File: config.mk
export PLATFORM = sky130hd
export DESIGN_NAME = lsu_mem_ctrl
export DESIGN_NICKNAME = d
export VERILOG_FILES = /design/src/rtl/lsu_pkg.sv /design/src/rtl/lsu_lane_align.sv /design/src/rtl/lsu_mem_ctrl.sv
export SDC_FILE = /design/constraint.sdc
export NUM_CORES = 1
export LEC_CHECK = 0
export ABC_AREA = 1
export BUFFER_PORTS_ARGS = -buffer_cell sky130_fd_sc_hd__buf_2
export CELL_PAD_IN_SITES_DETAIL_PLACEMENT = 0
export CELL_PAD_IN_SITES_GLOBAL_PLACEMENT = 2
export CORE_ASPECT_RATIO = 0.7
export CORE_MARGIN = 8
export CORE_UTILIZATION = 29
export CTS_CLUSTER_SIZE = 20
export DETAILED_ROUTE_END_ITERATION = 7
export PLACE_DENSITY = 0.78
export SYNTH_ARGS = -nofsm -noshare
export SYNTH_HDL_FRONTEND = slang
export SYNTH_SLANG_ARGS = --single-unit
export TNS_END_PERCENT = 1
File: constraint.sdc
create_clock -name clk -period 2.65 [get_ports clk]
set_clock_uncertainty 0.1 [all_clocks]
set_input_delay 0 -clock clk [delete_from_list [all_inputs] [get_ports clk]]
set_output_delay 0 -clock clk [all_outputs]
set_load 0.1 [all_outputs]
File: src/rtl/lsu_pkg.sv
// rtl/lsu_pkg.sv - shared encodings for the load/store unit
package lsu_pkg;

    localparam int WIDTH = 32;

    localparam logic [1:0] SZ_BYTE = 2'b00;
    localparam logic [1:0] SZ_HALF = 2'b01;
    localparam logic [1:0] SZ_WORD = 2'b10;

    typedef enum logic [1:0] {
        ST_IDLE  = 2'd0,
        ST_READ  = 2'd1,
        ST_WRITE = 2'd2,
        ST_RESP  = 2'd3
    } lsu_state_e;

    // The reserved encoding 2'b11 behaves exactly like a word access.
    function automatic logic [1:0] norm_size(input logic [1:0] size);
        return (size == 2'b11) ? SZ_WORD : size;
    endfunction

endpackage

File: src/rtl/lsu_lane_align.sv
// rtl/lsu_lane_align.sv - store lane merge and load lane extract/extend
module lsu_lane_align
    import lsu_pkg::*;
(
    input  logic [1:0]       size,
    input  logic [1:0]       addr_lo,
    input  logic             is_unsigned,
    input  logic [WIDTH-1:0] store_data,
    input  logic [WIDTH-1:0] mem_word,
    output logic [WIDTH-1:0] merged,
    output logic [WIDTH-1:0] load_data
);

    logic [WIDTH-1:0] shifted;

    always_comb begin
        shifted   = mem_word >> {addr_lo, 3'b000};
        merged    = mem_word;
        load_data = mem_word;
        case (size)
            SZ_BYTE: begin
                merged[{addr_lo, 3'b000} +: 8] = store_data[7:0];
                load_data = is_unsigned ? {{(WIDTH-8){1'b0}}, shifted[7:0]}
                                        : {{(WIDTH-8){shifted[7]}}, shifted[7:0]};
            end
            SZ_HALF: begin
                merged[{addr_lo[1], 4'b0000} +: 16] = store_data[15:0];
                load_data = is_unsigned ? {{(WIDTH-16){1'b0}}, shifted[15:0]}
                                        : {{(WIDTH-16){shifted[15]}}, shifted[15:0]};
            end
            default: begin
                merged    = store_data;
                load_data = mem_word;
            end
        endcase
    end

endmodule

File: src/rtl/lsu_mem_ctrl.sv
// rtl/lsu_mem_ctrl.sv - load/store initiator with sub-word read-modify-write; LSU_MISALIGN_TRAP_EN enables misalignment errors
module lsu_mem_ctrl
    import lsu_pkg::*;
#(
    parameter int WIDTH  = lsu_pkg::WIDTH,
    parameter int ADDR_W = 32
) (
    input  logic              clk,
    input  logic              rst_n,
    input  logic              req_valid,
    output logic              req_ready,
    input  logic              req_we,
    input  logic [1:0]        req_size,
    input  logic              req_unsigned,
    input  logic [ADDR_W-1:0] req_addr,
    input  logic [WIDTH-1:0]  req_wdata,
    output logic              resp_valid,
    output logic [WIDTH-1:0]  resp_rdata,
    output logic              resp_err,
    output logic              mem_read,
    output logic              mem_write,
    output logic [WIDTH-1:0]  mem_addr,
    output logic [WIDTH-1:0]  mem_wdata,
    input  logic [WIDTH-1:0]  mem_rdata
);

    lsu_state_e       state;
    logic             lat_we;
    logic [1:0]       lat_size;
    logic             lat_unsigned;
    logic [1:0]       lat_addr_lo;
    logic [WIDTH-1:0] lat_wdata;

    logic [1:0]       acc_size;
    logic [1:0]       acc_addr_lo;
    logic             acc_err;
    logic [WIDTH-1:0] merged;
    logic [WIDTH-1:0] load_data;

    assign acc_size  = norm_size(req_size);
    assign req_ready = (state == ST_IDLE);

`ifdef LSU_MISALIGN_TRAP_EN
    assign acc_addr_lo = req_addr[1:0];
    assign acc_err     = ((acc_size == SZ_HALF) && req_addr[0]) ||
                         ((acc_size == SZ_WORD) && (req_addr[1:0] != 2'b00));
`else
    // Without the trap, misaligned requests are silently snapped to natural alignment.
    assign acc_addr_lo = (acc_size == SZ_WORD) ? 2'b00 :
                         (acc_size == SZ_HALF) ? {req_addr[1], 1'b0} : req_addr[1:0];
    assign acc_err     = 1'b0;
`endif

    lsu_lane_align u_lane_align (
        .size        (lat_size),
        .addr_lo     (lat_addr_lo),
        .is_unsigned (lat_unsigned),
        .store_data  (lat_wdata),
        .mem_word    (mem_rdata),
        .merged      (merged),
        .load_data   (load_data)
    );

    always_ff @(posedge clk or negedge rst_n) begin
        if (!rst_n) begin
            state        <= ST_IDLE;
            lat_we       <= 1'b0;
            lat_size     <= SZ_BYTE;
            lat_unsigned <= 1'b0;
            lat_addr_lo  <= 2'b00;
            lat_wdata    <= '0;
            resp_valid   <= 1'b0;
            resp_rdata   <= '0;
            resp_err     <= 1'b0;
            mem_read     <= 1'b0;
            mem_write    <= 1'b0;
            mem_addr     <= '0;
            mem_wdata    <= '0;
        end else begin
            resp_valid <= 1'b0;
            mem_read   <= 1'b0;
            mem_write  <= 1'b0;
            case (state)
                ST_IDLE: begin
                    if (req_valid) begin
                        lat_we       <= req_we;
                        lat_size     <= acc_size;
                        lat_unsigned <= req_unsigned;
                        lat_addr_lo  <= acc_addr_lo;
                        lat_wdata    <= req_wdata;
                        mem_addr     <= WIDTH'(req_addr >> 2);
                        resp_rdata   <= '0;
                        resp_err     <= 1'b0;
                        if (acc_err) begin
                            state      <= ST_RESP;
                            resp_valid <= 1'b1;
                            resp_err   <= 1'b1;
                        end else if (req_we && (acc_size == SZ_WORD)) begin
                            state     <= ST_WRITE;
                            mem_write <= 1'b1;
                            mem_wdata <= req_wdata;
                        end else begin
                            state    <= ST_READ;
                            mem_read <= 1'b1;
                        end
                    end
                end
                ST_READ: begin
                    if (lat_we) begin
                        state     <= ST_WRITE;
                        mem_write <= 1'b1;
                        mem_wdata <= merged;
                    end else begin
                        state      <= ST_RESP;
                        resp_valid <= 1'b1;
                        resp_rdata <= load_data;
                    end
                end
                ST_WRITE: begin
                    state      <= ST_RESP;
                    resp_valid <= 1'b1;
                end
                default: begin
                    state      <= ST_IDLE;
                    resp_err   <= 1'b0;
                    resp_rdata <= '0;
                end
            endcase
        end
    end

endmodule

---- Yosys cells after proc, flatten, opt, wreduce, memory -nomap -nowiden ----
Cells that the tools add are included.
storage, ports and cells
  output and inout port bits .............. 101
  logic and storage cells ................. 72
  bits in registers ....................... 138
  input bits .............................. 103
operators by class
  shift operators ......................... 5
  add/subtract/negate cells ............... 2
  mux-type cells .......................... 31
  reduce and logical (&&, ||, !) cells .... 9
  bitwise operators ....................... 2
  equality and inequality tests ........... 10
operators by type and width
  kind                                                                      number
  32-bit two-way mux                                                        7
  32-bit case mux with 2 select lines                                       3
  32-bit case mux with 3 select lines                                       1
  32-bit bitwise mux                                                        2
  16-bit by 7-bit variable shift with 32-bit output (first input constant)  1
  8-bit by 7-bit variable shift with 32-bit output (first input constant)   1
  16-bit by 7-bit indexed part select with 32-bit output                    1
  8-bit by 7-bit indexed part select with 32-bit output                     1
  32-bit by 5-bit >> shifter with 16-bit output                             1
  5-bit negation with 7-bit output                                          2
  1-bit two-way mux                                                         10
  2-bit two-way mux                                                         4
  2-bit by 1-bit equality test with 1-bit output (second input constant)    3
  2-bit equality test (second input constant)                               3
  2-bit inequality test (second input constant)                             3
  1-bit case mux with 2 select lines                                        3
  2-bit case mux with 3 select lines                                        1
  2-bit zero test                                                           2
  2-bit AND reduction                                                       2
  4-bit AND reduction                                                       1
  3-bit AND reduction                                                       1
  2-bit by 1-bit inequality test with 1-bit output (second input constant)  1
  1-bit NOT                                                                 2
  2-bit nonzero test                                                        1
  other kinds (2)                                                           2

---- Logic depth before layout (Yosys ltp) ----
Gate-level depths: netlist (run 1).
  depth in word-level cells ............... 7
  mapped depth ............................ 14
  depth with buffers taken out ............ 10

---- Cells and area by module ----
A second synthesis (run 1) with hierarchy kept.
second synthesis, totals
  cell total of the unflattened synthesis .. 1,161
  area, all modules ....................... 8,069.0 µm²
by module, submodules not included
  module          sequential area each (µm²)  cells each  area each (µm²)  times used
  lsu_mem_ctrl    3,428.3                     707         6,092.1          1
  lsu_lane_align  0.0                         454         1,976.9          1

---- Least setup slack after synthesis (run 1) ----
Ideal clock, no wire load.
  path kind ............................... register -> register
  from .................................... register state[0]
  to ...................................... register resp_rdata[15]
  buffers on the path ..................... 1
  library setup time ...................... 0.068 ns
  data arrival time ....................... 2.374 ns
  data required time ...................... 2.482 ns
  slack ................................... 0.109 ns
  stages on the path, launching flop included .. 10
  period minus slack after synthesis ...... 2.541 ns
  cells stage by stage .................... dfrtp_1 inv_1 ha_1 nand2_1 nand2_1 inv_1 nand2_1 clkbuf_1 nand2_1 nand2_1
on the way
  word-level cells in the longest chain between the ends .. 3
  elaborated cells between the ends (all ways) .. 8
  those cells by class .................... eq/ne (4); mux (1); bitwise (1); reduce/logical (2)
RTL lines
  what                             line                 text
  start, declared                  lsu_mem_ctrl.sv:27   lsu_state_e state;
  start signal, assigned           lsu_mem_ctrl.sv:66   state <= ST_IDLE;
  start signal, assigned           lsu_mem_ctrl.sv:95   state <= ST_RESP;
  start signal, assigned           lsu_mem_ctrl.sv:99   state <= ST_WRITE;
  2-bit zero test *                --
  named net req_ready              lsu_mem_ctrl.sv:11   output logic req_ready,
  2-bit inequality test (no line)  --
  3-bit AND reduction (no line)    --
  end signal, assigned             lsu_mem_ctrl.sv:116  resp_rdata <= load_data;
  end, declared                    lsu_mem_ctrl.sv:18   output logic [WIDTH-1:0] resp_rdata,
The timed path passes the listed nets; every way through them passes the cells marked *.
A chain may end at the register's enable or synchronous reset.

---- Worst setup path after layout (run 1) ----
  from .................................... register state[0]
  to ...................................... register lat_addr_lo[0]
on the way
  word-level cells in the longest chain between the ends .. 2
RTL lines
  what                           line                text
  2-bit zero test                lsu_mem_ctrl.sv:83  case (state)
  2-bit AND reduction (no line)  --
  end signal, assigned           lsu_mem_ctrl.sv:89  lat_addr_lo <= acc_addr_lo;
  end, declared                  lsu_mem_ctrl.sv:31  logic [1:0] lat_addr_lo;
Every way passes these cells.

==> impl_metrics.env, run 1 <==
export IMPL_crit_arrival_ns=2.57
export IMPL_timing_fmax_ghz=0.433
export IMPL_drcViolationCount=0
export IMPL_slew_headroom_pct=44.2
export IMPL_timing_hold_ws_ns=0.0461
export IMPL_dpl_cell_area_um2=9200
export IMPL_critPathLaunchType="flip-flop"
export IMPL_syn_area_um2=7880
export IMPL_finalSetupViolCount=0
export IMPL_area_growth_pct=37.5
export IMPL_fp_dieH_um=154
export IMPL_cts_buffers=17
export IMPL_port_buffers=200
export IMPL_post_drt_wl_per_cell_um=17.4
export IMPL_path_max_fanout=11
export IMPL_drt_wl_total_um=31200
export IMPL_gr_total_overflow=0
export IMPL_grt_max_degree=97
export IMPL_drive_above_1_share_pct=19.9
export IMPL_dpl_hpwl_um=22700
export IMPL_drtIter0Drc=540
export IMPL_seq_area_frac_synth_pct=43.5
export IMPL_final_cell_area_um2=10800
export IMPL_clk_path_buf_depth=2
export IMPL_dieArea_um2=32800
export IMPL_worstMarginPinSlew_ns=0.837
export IMPL_rsz0062_at_grt="false"
export IMPL_vias=8278
export IMPL_grt_pass1_vias=8319
export IMPL_fillers=2884
export IMPL_grt_pass1_wl_um=48800
export IMPL_core_rowCount=50
export IMPL_start_util_pct=29.5
export IMPL_vias_per_cell=4.60
export IMPL_die_x_um=213
export IMPL_synth_area_per_cell_um2=6.89
export IMPL_cts_tree="done"
export IMPL_clk_pin_slew_ns=0.06
export IMPL_syn_inst=1144
export IMPL_tns_ns=0
export IMPL_maxSlewViolCount=0
export IMPL_setup_slack_ns=0.339
export IMPL_cp_required_ns=2.91
export IMPL_ys_warn_count=0
export IMPL_antenna_found_initial=0
export IMPL_clock_latency_ns=0.44
export IMPL_cts_root_buffer="clkbuf_16"
export IMPL_ios=204
export IMPL_fin_nets=1534
export IMPL_status="finished, final reports clean"
export IMPL_synthArstFlopShare_pct=100
export IMPL_end_kind="flip-flop"
export IMPL_period_needed_ns=2.31
export IMPL_dr_pass1_iters=5
export IMPL_coreArea_um2=26700
export IMPL_hold_class="in -> async"
export IMPL_synth_edf_count=0
export IMPL_track_usage_pct=19.1
export IMPL_drtAntennaViolNets=0
export IMPL_cts_sinks=137
export IMPL_place_gp_congestion=0.824
export IMPL_preCtsSetupSlack_ns=0.436
export IMPL_ys_ff_latch=137
export IMPL_h_tree_depth=4
export IMPL_synth_ff_type="dfrtp_1"
export IMPL_worstSetupPathType="reg -> reg"
export IMPL_final_hold_viol_count=0
export IMPL_synth_distinct_cells=25
export IMPL_finalCritPeriodShare_pct=87.2
export IMPL_antenna_cells=0
export IMPL_cap_violations=0
## final cells by class
| cell class | instances | area, um2 | area share, % |
|---|---|---|---|
| Multi-Input combinational cell | 844 | 3750 | 34.7 |
| Sequential cell | 137 | 3430 | 31.7 |
| Timing Repair Buffer | 324 | 2240 | 20.7 |
| Tap cell | 364 | 455 | 4.21 |
| Clock buffer | 19 | 443 | 4.09 |
| Inverter | 98 | 368 | 3.40 |
| Clock inverter | 12 | 140 | 1.29 |
## per-stage QoR
step | util (%) | std cells
after floorplan | - | 1146
after global placement | 34.4 | 1662
after detailed placement | 34.4 | 1662
after CTS | 40.5 | 1798
after global routing | 40.5 | 1798
final | 40.5 | 1798
## placed cells by master (no fill, tap or decap)
| cell | instances |
|---|---|
| nand2_1 | 465 |
| buf_2 | 199 |
| dfrtp_1 | 136 |
| a21oi_1 | 107 |
| dlygate4sd3_1 | 105 |
| o21ai_0 | 102 |
| inv_1 | 92 |
| nor2_1 | 62 |
| nand3_1 | 55 |
| a21oi_2 | 20 |
| clkbuf_16 | 17 |
| buf_4 | 16 |
| o211ai_1 | 9 |
| ha_1 | 9 |
| inv_2 | 6 |
| nand2_2 | 5 |
| inv_6 | 5 |
| conb_1 | 3 |
| clkinvlp_4 | 3 |
| buf_12 | 3 |
| bufinv_16 | 2 |
| nor2_2 | 1 |
| nor2_4 | 1 |
| a31o_2 | 1 |
| o32ai_1 | 1 |
| o21a_1 | 1 |
| o21ai_1 | 1 |
| nand3_2 | 1 |
| clkbuf_8 | 1 |
| clkbuf_1 | 1 |
| clkinv_2 | 1 |
| clkinv_4 | 1 |
| buf_6 | 1 |
| dfrtp_2 | 1 |
## flip-flops by register name, indices dropped and copies added, names as in the netlist, 2 cells and up
register	count
mem_wdata	32
lat_size	2
resp_rdata	32
state	2
lat_addr_lo	2
mem_addr	30
lat_wdata	32
## Yosys cell counts (2+ instances only)
cell	number	area, um2
nand2_2	4	25.0
a21oi_1	107	536
nand3_1	55	275
inv_1	92	345
o21ai_0	102	510
clkbuf_1	28	105
ha_1	9	113
inv_2	6	22.5
buf_2	26	130
o211ai_1	9	67.6
nor2_1	62	233
nand2_1	466	1750
buf_6	2	22.5
a21oi_2	20	175
buf_4	10	75.1
dfrtp_1	137	3430
## critical path: stages, from the launching register on
cell and delay [ns]:
dfrtp_1 0.40, inv_1 0.11, ha_1 0.27, nand2_2 0.11
inv_1 0.28, nand2_1 0.12, o32ai_1 0.26, dlygate4sd3_1 0.60
## per-layer routing
metal	share of wire, %	up-vias	GRT usage [%]
li1	-	4171	-
met3	5.7	23	4.24
met4	1.1	0	4.03
met2	44	207	28.4
met1	50	3877	27.8
met5	0	-	0
## kinds of logic (layout without fill, tap and decap cells)
family	Yosys count	count (layout)	synth area share [%]
buffers and inverters	165	453	8.94
and+or+nand+nor	590	590	29.3
DFF	137	137	43.5
AOI/OAI and AO/OA	242	242	16.7
other	1	3	0.0476
adders and majority gates	9	9	1.43
## timing repair
| action | 4_1_cts | 5_1_grt |
|---|---|---|
| hold buffers | 105 | 0 |
| setup buffers | 0 | 0 |
| gates resized for setup | 0 | 0 |
| endpoints found under the hold margin | 247 | 0 |
## worst paths after layout
path                              start        endpoint  slack (ns)  cells after the start
max                            state[0]  lat_addr_lo[0]        0.34                      7
min                               rst_n  resp_rdata[29]        0.05                      2
max reg2reg                    state[0]  lat_addr_lo[0]        0.34                      7
min reg2reg                 mem_addr[6]     mem_addr[6]        0.38                      2
max in group asynchronous         rst_n    mem_wdata[5]        1.57                      3
min in group clk           req_addr[17]    mem_addr[15]        0.19                      4
Power of run 1 is left out: the tool's default activity adds up to more than one toggle a clock period on the data nets, which glitch-free logic cannot reach.
==> inputs of run 2 (changes only) <==
==> constraint.sdc (replaced) <==
create_clock -name clk -period 2.5 [get_ports clk]
set_clock_uncertainty 0.1 [all_clocks]
set_input_delay 0 -clock clk [delete_from_list [all_inputs] [get_ports clk]]
set_output_delay 0 -clock clk [all_outputs]
set_load 0.1 [all_outputs]
==> run 2 against run 1 <==
Against the previous run: sequential share of layout area decreased by 0.13 points; maximum frequency decreased by 0.83%; first-iteration DRC count decreased by 12%; die area unchanged; critical path type unchanged; largest cell class unchanged; highest routed layer unchanged.
==> impl_metrics.env, run 2 (synthesis results as in run 1) <==
export IMPL_status="finished, final reports clean"
export IMPL_cap_violations=0
export IMPL_final_hold_viol_count=0
export IMPL_end_kind="flip-flop"
export IMPL_die_x_um=213
export IMPL_cpMaxStageDelayCell="dlygate4sd3_1"
export IMPL_clk_path_buf_depth=2
export IMPL_cp_common_cell="nand2_1"
export IMPL_vias=8246
export IMPL_layout_commonest_cell="nand2_1"
export IMPL_cp_required_ns=2.77
export IMPL_crit_family="buffers and inverters"
export IMPL_ios=204
export IMPL_grt_pass1_wl_um=49200
export IMPL_cp_slowest_stage_delay_ns=0.58
export IMPL_crit_arrival_ns=2.60
export IMPL_grt_pass1_vias=8286
export IMPL_timing_fmax_ghz=0.429
export IMPL_dr_pass1_iters=5
export IMPL_fin_nets=1532
export IMPL_slew_headroom_pct=47.5
export IMPL_timing_hold_ws_ns=0.0610
export IMPL_reg2regPathDepth=10
export IMPL_post_drt_wl_per_cell_um=17.4
export IMPL_worstMarginPinSlew_ns=0.787
export IMPL_antenna_found_initial=0
export IMPL_cts_sinks=137
export IMPL_worst_path_buf_inv=4
export IMPL_drt_wl_total_um=31300
export IMPL_timing_rr_end="resp_rdata[0]"
export IMPL_area_growth_pct=38.0
export IMPL_dpl_hpwl_um=22900
export IMPL_rsz0062_at_grt="false"
export IMPL_dieArea_um2=32800
export IMPL_layoutNonFillerInstCount=1797
export IMPL_drtIter0Drc=477
export IMPL_clk_pin_slew_ns=0.07
export IMPL_crit_path_cell_trace="inv_1 > ha_2 > nand2_1 > nand2_1 > inv_1 > nand2_1 > buf_8 > nand2_1 > o21ai_0 > dlygate4sd3_1"
export IMPL_grt_max_degree=97
export IMPL_fp_dieH_um=154
export IMPL_clock_latency_ns=0.43
export IMPL_largest_registers="lat_wdata: 32 flops, mem_wdata: 32 flops, resp_rdata: 32 flops"
export IMPL_fillers=2895
export IMPL_start_util_pct=29.5
export IMPL_cts_tree="done"
export IMPL_worstSetupPathType="reg -> reg"
export IMPL_reg2reg_slack_ns=0.17
export IMPL_cts_root_buffer="clkbuf_16"
export IMPL_gr_total_overflow=0
export IMPL_drtAntennaViolNets=0
export IMPL_drive_above_1_share_pct=20.0
export IMPL_coreArea_um2=26700
export IMPL_antenna_cells=0
export IMPL_core_rowCount=50
export IMPL_place_gp_congestion=0.892
export IMPL_maxSlewViolCount=0
export IMPL_port_buffers=200
export IMPL_timing_rr_start="state[0]"
export IMPL_dp_cells=1661
export IMPL_final_cell_mix="nand2_1 (465), buf_2 (199), dfrtp_1 (136)"
export IMPL_tns_ns=0
export IMPL_drcViolationCount=0
export IMPL_cts_buffers=17
export IMPL_vias_per_cell=4.59
export IMPL_finalCritPeriodShare_pct=93.2
export IMPL_hold_class="in -> async"
export IMPL_h_tree_depth=4
export IMPL_path_max_fanout=32
export IMPL_period_needed_ns=2.33
export IMPL_critPathLaunchType="flip-flop"
export IMPL_finalSetupViolCount=0
export IMPL_track_usage_pct=19.2
run 2: final cells by class:
cell class,count,area [um2],share of cell area (%)
Clock inverter,15,198,1.82
Tap cell,364,455,4.19
Inverter,98,368,3.38
Clock buffer,17,425,3.91
Multi-Input combinational cell,844,3760,34.6
Timing Repair Buffer,322,2240,20.6
Sequential cell,137,3430,31.5
run 2: worst max path at each step:
stage	to	cells past startpoint	startpoint	slack, ns
2_1_floorplan	mem_wdata[11]	13	lat_addr_lo[1]	0.26
3_3_place_gp	mem_wdata[13]	10	lat_addr_lo[0]	0.40
3_5_place_dp	mem_wdata[10]	8	state[0]	0.40
4_1_cts	resp_rdata[0]	10	state[0]	0.08
5_1_grt	resp_rdata[0]	10	state[0]	0.01
6_report	resp_rdata[0]	10	state[0]	0.17
run 2: metal layers:
metal / vias to the layer above / GRT usage [%] / wire length, um
li1: 4164 / - / -
met1: 3819 / 28.6 / 15800
met2: 238 / 27.2 / 13200
met3: 25 / 4.87 / 1930
met4: 0 / 4.23 / 422
met5: - / 0 / 0
run 2: stage by stage:
| step | area [um2] | utilization (%) | setup slack (ns) |
|---|---|---|---|
| global placement | 9200 | 34.4 | 0.400 |
| global route | 10900 | 40.7 | 0.0112 |
| finish | 10900 | 40.7 | 0.169 |
| CTS | 10900 | 40.7 | 0.0752 |
| detailed placement | 9200 | 34.4 | 0.403 |
| floorplan | 7890 | - | 0.258 |
run 2: repair_timing:
action | 4_1_cts | 5_1_grt
endpoints found under the hold margin | 271 | 0
buffers inserted | 0 | 0
endpoints found under the setup margin | 0 | 1
resized for setup | 0 | 2
hold buffers | 104 | 0
run 2: worst reg2reg max path, cell delays in order, from the launching register on:
cell and delay, ns:
dfrtp_1 0.40, inv_1 0.11, ha_2 0.23, nand2_1 0.16
nand2_1 0.17, inv_1 0.05, nand2_1 0.09, buf_8 0.22
nand2_1 0.08, o21ai_0 0.08, dlygate4sd3_1 0.58
Power of run 2 is left out for the same reason.
==> inputs of run 3 (changes only) <==
==> constraint.sdc (replaced) <==
create_clock -name clk -period 2.19 [get_ports clk]
set_clock_uncertainty 0.1 [all_clocks]
set_input_delay 0 -clock clk [delete_from_list [all_inputs] [get_ports clk]]
set_output_delay 0 -clock clk [all_outputs]
set_load 0.1 [all_outputs]
==> run 3 against run 2 <==
Against the previous run: die area is the same; sequential share of layout area decreased by 0.29 points; worst setup slack improved by 0.050 ns; via count is 0.61% higher; largest cell class unchanged; highest routed layer unchanged.
==> impl_metrics.env, run 3 (synthesis results as in run 1) <==
export IMPL_rsz0062_at_grt="false"
export IMPL_antenna_found_initial=0
export IMPL_start_util_pct=29.5
export IMPL_dieArea_um2=32800
export IMPL_drive_above_1_share_pct=20.5
export IMPL_m1WireLength_um=15600
export IMPL_vias=8296
export IMPL_routed_top_layer="met4"
export IMPL_path_max_fanout=24
export IMPL_status="finished, final reports clean"
export IMPL_preCtsSetupSlack_ns=0.235
export IMPL_cts_tree="done"
export IMPL_timing_hold_ws_ns=0.0181
export IMPL_post_drt_wl_per_cell_um=17.3
export IMPL_ios=204
export IMPL_end_kind="flip-flop"
export IMPL_grt_max_degree=97
export IMPL_cp_required_ns=2.42
export IMPL_area_growth_pct=39.3
export IMPL_gr_total_overflow=0
export IMPL_final_cell_mix="nand2_1 (465), buf_2 (199), dfrtp_1 (136)"
export IMPL_dr_pass1_iters=5
export IMPL_grt_pass1_wl_um=49100
export IMPL_timing_fmax_ghz=0.507
export IMPL_fin_nets=1542
export IMPL_worstSetupPathType="reg -> reg"
export IMPL_critPathLaunch="state[0]"
export IMPL_maxSlewViolCount=0
export IMPL_crit_arrival_ns=2.20
export IMPL_dr_wl_met2_um=13300
export IMPL_track_usage_pct=19.3
export IMPL_critPathLaunchType="flip-flop"
export IMPL_slew_headroom_pct=45.0
export IMPL_fillers=2826
export IMPL_setup_slack_ns=0.219
export IMPL_dr_wl_met3_um=1880
export IMPL_drtIter0Drc=667
export IMPL_cts_sinks=137
export IMPL_period_needed_ns=1.97
export IMPL_grt_pass1_vias=8350
export IMPL_finalCritPeriodShare_pct=90.0
export IMPL_clk_path_buf_depth=2
export IMPL_worstMarginPinSlew_ns=0.824
export IMPL_drcViolationCount=0
export IMPL_finalSetupViolCount=0
export IMPL_h_tree_depth=4
export IMPL_cts_resized=0
export IMPL_reg2regPathDepth=9
export IMPL_antenna_cells=0
export IMPL_drt_wl_total_um=31200
export IMPL_multiInputGateArea_um2=3760
export IMPL_dpl_hpwl_um=22600
export IMPL_place_gp_congestion=0.857
export IMPL_cts_root_buffer="clkbuf_16"
export IMPL_port_buffers=200
export IMPL_timing_rr_start="state[0]"
export IMPL_die_x_um=213
export IMPL_core_rowCount=50
export IMPL_fp_dieH_um=154
export IMPL_largest_registers="lat_wdata: 32 flops, mem_wdata: 32 flops, resp_rdata: 32 flops"
export IMPL_clk_pin_slew_ns=0.06
export IMPL_regArea_um2=3430
export IMPL_cap_violations=0
export IMPL_timing_rr_end="resp_rdata[25]"
export IMPL_layout_commonest_cell="nand2_1"
export IMPL_final_hold_viol_count=0
export IMPL_coreArea_um2=26700
export IMPL_hold_class="in -> async"
export IMPL_reg2reg_slack_ns=0.22
export IMPL_clock_latency_ns=0.43
export IMPL_vias_per_cell=4.59
export IMPL_drtAntennaViolNets=0
export IMPL_cts_buffers=17
[run 3: changes by cell type in the layout (fill, tap and decap cells not counted), sizes merged]
cell / change
clkbuf: +2
clkinv: +1
buf: +11
bufinv: -1
dlygate4sd3: -1
inv: -1
clkinvlp: -2
[run 3: layout make-up]
class | count | area share [%]
clock buffers | 19 | 4.04
clock inverters | 12 | 1.53
inverters | 98 | 3.35
multi-input cells | 844 | 34.2
flip-flops and latches | 137 | 31.2
well taps | 364 | 4.15
repair buffers | 332 | 21.5
[run 3: metrics by stage]
step	utilization (%)	cell area, um2	cells	setup TNS, ns
4_1_cts	41.1	11000	1806	0
3_5_place_dp	34.9	9340	1672	0
3_3_place_gp	34.9	9340	1672	0
5_1_grt	41.1	11000	1806	0
2_1_floorplan	-	7890	1146	-0.501
6_report	41.1	11000	1806	0
[run 3: what timing repair did]
| action | CTS | global route |
|---|---|---|
| hold endpoints to repair | 272 | 0 |
| setup buffers | 0 | 0 |
| hold buffers | 103 | 0 |
[run 3: worst max path at each step]
stage                          end  slack [ns]  depth (start not counted)
floorplan            mem_wdata[11]       -0.05                         13
global placement     mem_wdata[11]        0.27                          9
detailed placement  resp_rdata[26]        0.23                          9
CTS                 resp_rdata[25]        0.23                          9
global route        resp_rdata[27]        0.04                          9
finish              resp_rdata[25]        0.22                          9
[run 3: critical path, cell delays in order, from the launching register on]
cell and delay [ns]:
dfrtp_1 0.40, inv_1 0.12, ha_2 0.24, nand2_1 0.10, nand2_1 0.13, nor2_4 0.05, inv_2 0.48, a21oi_1 0.08
nand2_1 0.11, nand2_1 0.05
[run 3: routing by layer]
layer	up-vias	track usage [%]
met5	-	0
met4	0	5.18
met3	26	4.31
met2	224	28.2
met1	3868	27.9
li1	4178	-
Power of run 3 is left out for the same reason.
